**src/rtl/vga_rect_plotter.sv**
```systemverilog
// Rasterises one axis-aligned rectangle or a full-screen clear into VGA adapter pixel writes.
// Define VGA_RECT_OUTLINE_EN to add the iOutline input (plot only the rectangle border).
module vga_rect_plotter #(
  parameter int X_SCREEN_PIXELS = 160,
  parameter int Y_SCREEN_PIXELS = 120,
  parameter int XW              = 8,
  parameter int YW              = 7,
  parameter int CW              = 3,
  parameter int SZW             = 5
) (
  input  logic           iClock,
  input  logic           iReset,
  input  logic           iStart,
  input  logic           iClear,
  input  logic [XW-1:0]  iX,
  input  logic [YW-1:0]  iY,
  input  logic [SZW-1:0] iW,
  input  logic [SZW-1:0] iH,
  input  logic [CW-1:0]  iColour,
`ifdef VGA_RECT_OUTLINE_EN
  input  logic           iOutline,
`endif
  input  logic           iStall,
  output logic [XW-1:0]  oX,
  output logic [YW-1:0]  oY,
  output logic [CW-1:0]  oColour,
  output logic           oPlot,
  output logic           oBusy,
  output logic           oDone
);

  typedef enum logic [1:0] {S_IDLE, S_FILL, S_CLEAR, S_DONE} state_t;

  localparam logic [XW-1:0]  CLR_X_LAST = XW'(X_SCREEN_PIXELS - 1);
  localparam logic [YW-1:0]  CLR_Y_LAST = YW'(Y_SCREEN_PIXELS - 1);
  localparam logic [XW:0]    X_LIMIT    = (XW+1)'(X_SCREEN_PIXELS);
  localparam logic [YW:0]    Y_LIMIT    = (YW+1)'(Y_SCREEN_PIXELS);
  localparam logic [SZW-1:0] SZ_ZERO    = '0;
  localparam logic [SZW-1:0] SZ_ONE     = SZW'(1);
  localparam logic [XW-1:0]  X_ONE      = XW'(1);
  localparam logic [YW-1:0]  Y_ONE      = YW'(1);

  state_t         state, state_nxt;
  logic [SZW-1:0] dx, dy;
  logic [XW-1:0]  cx;
  logic [YW-1:0]  cy;

  logic [XW-1:0]  x0;
  logic [YW-1:0]  y0;
  logic [SZW-1:0] w_lat, h_lat;
  logic [CW-1:0]  colour_lat;

  logic           accept;
  logic           dx_last, dy_last, cx_last, cy_last;
  logic [XW:0]    fill_x;
  logic [YW:0]    fill_y;
  logic           fill_visible, fill_edge;

  assign accept  = iStart && (state == S_IDLE || state == S_DONE);
  assign dx_last = (dx == w_lat - SZ_ONE);
  assign dy_last = (dy == h_lat - SZ_ONE);
  assign cx_last = (cx == CLR_X_LAST);
  assign cy_last = (cy == CLR_Y_LAST);

  // One bit of headroom so off-screen pixels are detected rather than wrapped.
  assign fill_x       = {1'b0, x0} + (XW+1)'(dx);
  assign fill_y       = {1'b0, y0} + (YW+1)'(dy);
  assign fill_visible = (fill_x < X_LIMIT) && (fill_y < Y_LIMIT);

`ifdef VGA_RECT_OUTLINE_EN
  logic outline_lat;

  always_ff @(posedge iClock) begin
    if (accept) outline_lat <= iOutline;
  end

  assign fill_edge = !outline_lat || (dx == SZ_ZERO) || dx_last || (dy == SZ_ZERO) || dy_last;
`else
  assign fill_edge = 1'b1;
`endif

  // Command parameters are captured only on acceptance; no reset needed on data.
  always_ff @(posedge iClock) begin
    if (accept) begin
      x0         <= iX;
      y0         <= iY;
      w_lat      <= iW;
      h_lat      <= iH;
      colour_lat <= iColour;
    end
  end

  always_ff @(posedge iClock or posedge iReset) begin
    if (iReset) begin
      state <= S_IDLE;
      dx    <= '0;
      dy    <= '0;
      cx    <= '0;
      cy    <= '0;
    end else begin
      state <= state_nxt;
      if (accept) begin
        dx <= '0;
        dy <= '0;
        cx <= '0;
        cy <= '0;
      end else if (!iStall) begin
        if (state == S_FILL) begin
          if (dx_last) begin
            dx <= '0;
            dy <= dy + SZ_ONE;
          end else begin
            dx <= dx + SZ_ONE;
          end
        end
        if (state == S_CLEAR) begin
          if (cx_last) begin
            cx <= '0;
            cy <= cy + Y_ONE;
          end else begin
            cx <= cx + X_ONE;
          end
        end
      end
    end
  end

  always_comb begin
    state_nxt = state;
    case (state)
      S_IDLE, S_DONE: begin
        if (iStart) begin
          if (iClear)                           state_nxt = S_CLEAR;
          else if (iW == SZ_ZERO || iH == SZ_ZERO) state_nxt = S_DONE;
          else                                  state_nxt = S_FILL;
        end
      end
      S_FILL:  if (!iStall && dx_last && dy_last) state_nxt = S_DONE;
      S_CLEAR: if (!iStall && cx_last && cy_last) state_nxt = S_DONE;
      default: state_nxt = S_IDLE;
    endcase
  end

  // Outputs derive from registered state/counters, so stall holds them and reset clears them at once.
  always_comb begin
    oX      = '0;
    oY      = '0;
    oColour = '0;
    oPlot   = 1'b0;
    oBusy   = 1'b0;
    oDone   = 1'b0;
    case (state)
      S_FILL: begin
        oX      = fill_x[XW-1:0];
        oY      = fill_y[YW-1:0];
        oColour = colour_lat;
        oPlot   = fill_visible && fill_edge;
        oBusy   = 1'b1;
      end
      S_CLEAR: begin
        oX      = cx;
        oY      = cy;
        oColour = colour_lat;
        oPlot   = 1'b1;
        oBusy   = 1'b1;
      end
      S_DONE:  oDone = 1'b1;
      default: ;
    endcase
  end

endmodule

```
**config.mk**
```make
export PLATFORM = sky130hd
export DESIGN_NAME = vga_rect_plotter
export DESIGN_NICKNAME = d
export VERILOG_FILES = /design/src/rtl/vga_rect_plotter.sv
export SDC_FILE = /design/constraint.sdc
export NUM_CORES = 1
export LEC_CHECK = 0
export ABC_CLOCK_PERIOD_IN_PS = 3430
export BUFFER_PORTS_ARGS = -buffer_cell sky130_fd_sc_hd__clkbuf_2
export CORE_MARGIN = 1.5
export CORE_UTILIZATION = 35
export DETAILED_ROUTE_END_ITERATION = 7
export GPL_TIMING_DRIVEN = 1
export PLACE_DENSITY = 0.64
export SYNTH_ARGS = -nofsm -noshare
export SYNTH_HDL_FRONTEND = slang
export SYNTH_SLANG_ARGS = --single-unit
export TNS_END_PERCENT = 5
```
**constraint.sdc**
```tcl
create_clock -name iClock -period 3.43 [get_ports iClock]
set_input_delay 0.1715 -clock iClock [delete_from_list [all_inputs] [get_ports iClock]]
set_output_delay 0.1715 -clock iClock [all_outputs]
set_load 0.01 [all_outputs]
```
Word-level counts from Yosys, hierarchy flattened
Cells that the tools add are included.
{ "classes": {"n_addsub": 8, "n_mux": 28, "n_eq_ne": 11, "magnitude_cmp": 2, "n_reduce_logical": 23} }
{ "op_table": {"columns": ["cell", "count"], "rows": [
  ["2-to-1 mux 5 bit", 8],
  ["2-to-1 mux 8 bit", 4],
  ["2-to-1 mux 7 bit", 4],
  ["case mux 8 bit (2 select lines)", 1],
  ["case mux 7 bit (2 select lines)", 1],
  ["adder 5 x 1 -> 5 bit (second input constant)", 2],
  ["== test 5 bit", 2],
  ["logical NOT 5 bit", 2],
  ["2-to-1 mux 2 bit", 5],
  ["subtractor 5 x 1 -> 5 bit (second input constant)", 2],
  ["adder 8 x 5 -> 9 bit", 1],
  ["< comparator 9 x 8 -> 1 bit (second input constant)", 1],
  ["AND reduction 3 bit", 3],
  ["adder 7 x 5 -> 8 bit", 1],
  ["adder 8 x 1 -> 8 bit (second input constant)", 1],
  ["== test 8 bit (second input constant)", 1],
  ["< comparator 8 x 7 -> 1 bit (second input constant)", 1],
  ["nonzero test 2 bit", 4],
  ["adder 7 x 1 -> 7 bit (second input constant)", 1],
  ["== test 7 bit (second input constant)", 1],
  ["logical AND 1 bit", 6],
  ["!= test 2 x 1 -> 1 bit (second input constant)", 3],
  ["case mux 2 bit (3 select lines)", 1],
  ["== test 2 bit (second input constant)", 2],
  ["other kinds (10)", 14]
]} }
{ "word_totals": {"out_inout_bits": 21, "elab_cells": 82, "register_bits": 55, "input_bits": 33} }

Longest topological paths before layout
{ "logic_depth": {"word_depth": 6, "ltp_mapped": 9, "depth_no_buf": 9} }

Worst setup path after synthesis
OpenSTA, ideal clock, no wires.
{ "synth_path": {"path_kind": "register -> register", "start": "reg state[0]", "end": "reg colour_lat[0], enable pin", "slack_ns": 0.904, "period_less_slack_ns": 2.526, "path_stages_with_launch": 7, "t_arrival_ns": 2.122, "required_ns": 3.027, "n_path_buf": 2, "path_cell_list": "dfrtp_1 -> inv_1 -> ha_1 -> clkbuf_1 -> nand2_1 -> clkinv_1 -> buf_1"} }
{ "synth_via": {"elab_chain_len": 3} }
{ "synth_lines": {"columns": ["item", "line", "source"], "rows": [
  ["start, declared", "43", "state_t state, state_nxt;"],
  ["start signal, assigned", "101", "state <= state_nxt;"],
  ["== test 2 bit or logical NOT 2 bit (tied branches)", "59", "assign accept = iStart && (state == S_IDLE || state == S_DONE);"],
  ["logical OR 1 bit (*)", "59", null],
  ["logical AND 1 bit (*)", "59", null],
  ["via accept", "53", "logic accept;"],
  ["end signal, assigned", "89", "colour_lat <= iColour;"],
  ["end, declared", "51", "logic [CW-1:0] colour_lat;"]
]} }
The timed path passes the listed nets; every way through them passes the cells marked *.
A chain may end at the register's enable or synchronous reset.

Worst setup path in the final report
{ "layout_path": {"start": "reg dx[1]", "end": "out oPlot"} }
{ "layout_via": {"elab_chain_len": 4} }
{ "layout_lines": {"columns": ["item", "line", "source"], "rows": [
  ["start, declared", "44", "logic [SZW-1:0] dx, dy;"],
  ["start signal, assigned", "113", "dx <= dx + SZ_ONE;"],
  ["adder 8 x 5 -> 9 bit", "66", "assign fill_x = {1'b0, x0} + (XW+1)'(dx);"],
  ["< comparator 9 x 8 -> 1 bit", "68", "assign fill_visible = (fill_x < X_LIMIT) && (fill_y < Y_LIMIT);"],
  ["logical AND 1 bit", "68", null],
  ["case mux 1 bit (2 select lines)", "152", "case (state)"],
  ["end, declared", "27", "output logic oPlot,"]
]} }
No other way between the ends.

==> results by group <==
Run status
  • Status: finished, final reports clean

Pwr
  • LEAKAGE: ~1.6 nW
  • VDD IR max: approximately 260 uV
  • Int Pwr: between 0.001 and 0.0015 W
  • Sequential share of power: 40.7%
  • Switching part of the total: between 40% and 50%
  • Switching pwr: around 0.00098 W
  • Clock share of power: 16.9%
  • Logic pwr share: a little over two fifths
  • Power per Cell Area: about 630 mW/mm^2

STA
  • Final Max Slew Viols: 0
  • WHS: around 0.013 ns
  • Slew headroom: between 50 and 60%
  • Final worst-path cycle share: slightly above 90%
  • Final setup margin: approximately 0.26 ns
  • RSZ-0062 raised after global routing: no
  • Clock skew: between 0.015 and 0.02 ns
  • Minimum clock period: 3.17 ns
  • Worst slew pin tran: around 0.63 ns
  • Endpoints failing hold: 0
  • Setup Viol. Count Final: 0
  • TNS Setup: 0 ns
  • Max Clock Freq: between 0.3 and 0.4 GHz

Logic synthesis
  • Post-Syn Nets: approximately 380
  • Post-synthesis cell count: 324
  • Commonest cells in the netlist: nor2_1, edfxtp_1, nand2_1
  • Top cells by area, synth: edfxtp_1, dfrtp_1, ha_1
  • Count leader, synth: nor2_1
  • Distinct cells, synth: 52
  • Synth area leader: edfxtp_1
  • Post-synth top area share: between 20 and 30%
  • Main synth FF type: edfxtp_1
  • Number of synthesized flops with an enable pin: 28
  • Mapped cell area: 0.00327 mm^2
  • Asr flop ratio synth: about 49%
  • Seq cells post-synth: 55
  • Syn Area/Cell: 10.1 um^2
  • YS warnings: 0
  • Sequential area share after synthesis: 46.3%

Setup path
  • FF-to-FF path depth: 9
  • Crit path DAT: roughly 3.0 ns
  • Worst Path Required: roughly 3.3 ns
  • CP Capture Type: output pin
  • Worst R2R Setup Slack: ~0.86 ns
  • CP Class: flop to output pin
  • Reg-to-reg startpoint: state[0]
  • Maximum fanout along the worst path: 6
  • Setup crit end: oPlot
  • RR Endpoint: cy[4]
  • Crit start category: flop
  • CP startpoint: dx[1]

Global routing
  • First-pass GRT wire length: ~13 mm
  • Total grt overflow: 0
  • Number of global-route vias before repair: approximately 2600
  • Total GRT Usage: around 16%
  • Initial antenna violation count: 0
  • Largest net degree at the start of global routing: 28

Floorplan
  • Row Count: 35
  • Die Y: approximately 100 um
  • Die Area: 0.00994 mm^2
  • IO Pins: 54
  • Die width: ~100 um
  • Initial Utilization: a little over a third
  • Core area: 0.00915 mm^2

CTS
  • Longest Clk Path Bufs: 2
  • Post-CTS sizing: 0
  • Clk Latency, worst-skew pair: approximately 0.33 ns
  • CTS tree: done
  • H-tree depth: 2
  • Reg clk slew, reported paths: about 0.12 ns
  • Clock sink total: 55
  • Num CTS Buffers: 5
  • Root Buffer: clkbuf_8

Finish
  • P&R area growth vs syn: 15.7%
  • Share of cells above drive strength 1: a little under a fifth
  • Ant diodes: 0
  • Nets: ~440

Detailed routing
  • M1 WL: between 3 and 4 mm
  • Drt drc: 0
  • Highest metal used: met4
  • WL met2: 3.47 mm
  • Vias: roughly 2500
  • 1st-iter DRT viols: 139
  • Final WL: roughly 7.3 mm
  • DRT Pass-1 Iters: 4
  • Met3 wire len: between 300 and 400 um
  • Post-DRT Antenna Nets: 0
  • DR vias/cell: ~5.1
  • Routed length per instance: approximately 15 um

Placed design
  • Detailed placement HPWL: approximately 5.5 mm
  • GPL Wtd Cong: 0.804
  • I/O Buffers: 53
  • Place WS: approximately 0.65 ns

Job
  • Max Cap Viol: 0

Min path
  • Worst Hold Class: primary input to flop
## repair_timing
action	in CTS	in global routing
buffers inserted	0	0
hold buffers	1	0
endpoints found under the hold margin	27	0
## logic make-up after synthesis
group | after synthesis | synth area share (%)
AND/OR/NAND/NOR | 120 | 19.1
buffers and inverters | 28 | 3.21
adder cells (fa/ha/maj) | 22 | 8.79
XOR/XNOR | 34 | 9.33
AO/OA/AOI/OAI | 62 | 12.2
multiplexers | 3 | 1.07
flip-flops | 55 | 46.3
## metal layers
| metal | vias up | track usage [%] |
|---|---|---|
| li1 | 1264 | - |
| met1 | 1206 | 21.4 |
| met2 | 60 | 26.3 |
| met3 | 7 | 2.95 |
| met4 | 0 | 4.01 |
| met5 | - | 0 |
## area by class of cell
class | instances | area, um^2
Clock buffer | 5 | 68.8
Tap cell | 111 | 139
Multi-Input combinational cell | 241 | 1650
Timing Repair Buffer | 58 | 305
Clock inverter | 3 | 31.3
Inverter | 20 | 75.1
Fill cell | 900 | 5370
Sequential cell | 55 | 1520
## cell usage in the layout, fill, tap and decap left out, types with 6 or more instances in the layout
cell,count
xnor2_1,17
nand4_1,10
clkbuf_2,53
a21oi_1,16
dfrtp_1,27
edfxtp_1,28
inv_1,19
nor2_1,32
xor2_1,16
nand2_1,28
nor2b_1,10
and3_1,7
o21ai_0,18
a22oi_1,6
ha_1,19
nand3_1,8
## power groups by stage
stage,Sequential (W),Combinational [W],Clock (W)
floorplan,0.000951,0.000719,0
global placement,0.000974,0.000989,0
detailed placement,0.000978,0.00101,0
CTS,0.000965,0.00101,0.000413
global route,0.000984,0.00113,0.000440
finish,0.000965,0.00100,0.000401
## worst min path at each step
stage	to	startpoint	cells after the start	slack, ns
final	y0[3]	iY[3]	1	0.01
after global routing	colour_lat[1]	iColour[1]	1	0.0005
after CTS	y0[3]	iY[3]	1	0.002
after detailed placement	dx[4]	iReset	3	0.26
after global placement	dx[4]	iReset	3	0.25
after floorplan	cx[0]	iReset	1	0.22
## worst max-delay path, stage by stage (launching register included)
cell      delay [ns]
dfrtp_1         0.46
ha_1            0.34
a211oi_1        0.38
o21ai_0         0.21
a211o_1         0.32
a21o_1          0.17
a221oi_1        0.43
o22a_1          0.24
clkbuf_2        0.14
## sequential cells by signal (all words and copies together), names as in the netlist
name,cells
dx,5
h_lat,5
state,2
colour_lat,3
cx,8
cy,7
x0,8
dy,5
w_lat,5
y0,7
## metrics by stage
stage	power [W]	instance area, um^2	util, %	cells
after floorplan	0.00167	3270	-	324
after global placement	0.00196	3680	40.2	484
after detailed placement	0.00199	3680	40.2	484
after CTS	0.00239	3790	41.4	493
after global routing	0.00255	3790	41.4	493
final	0.00237	3790	41.4	493
(Power assumes the default switching activity.)
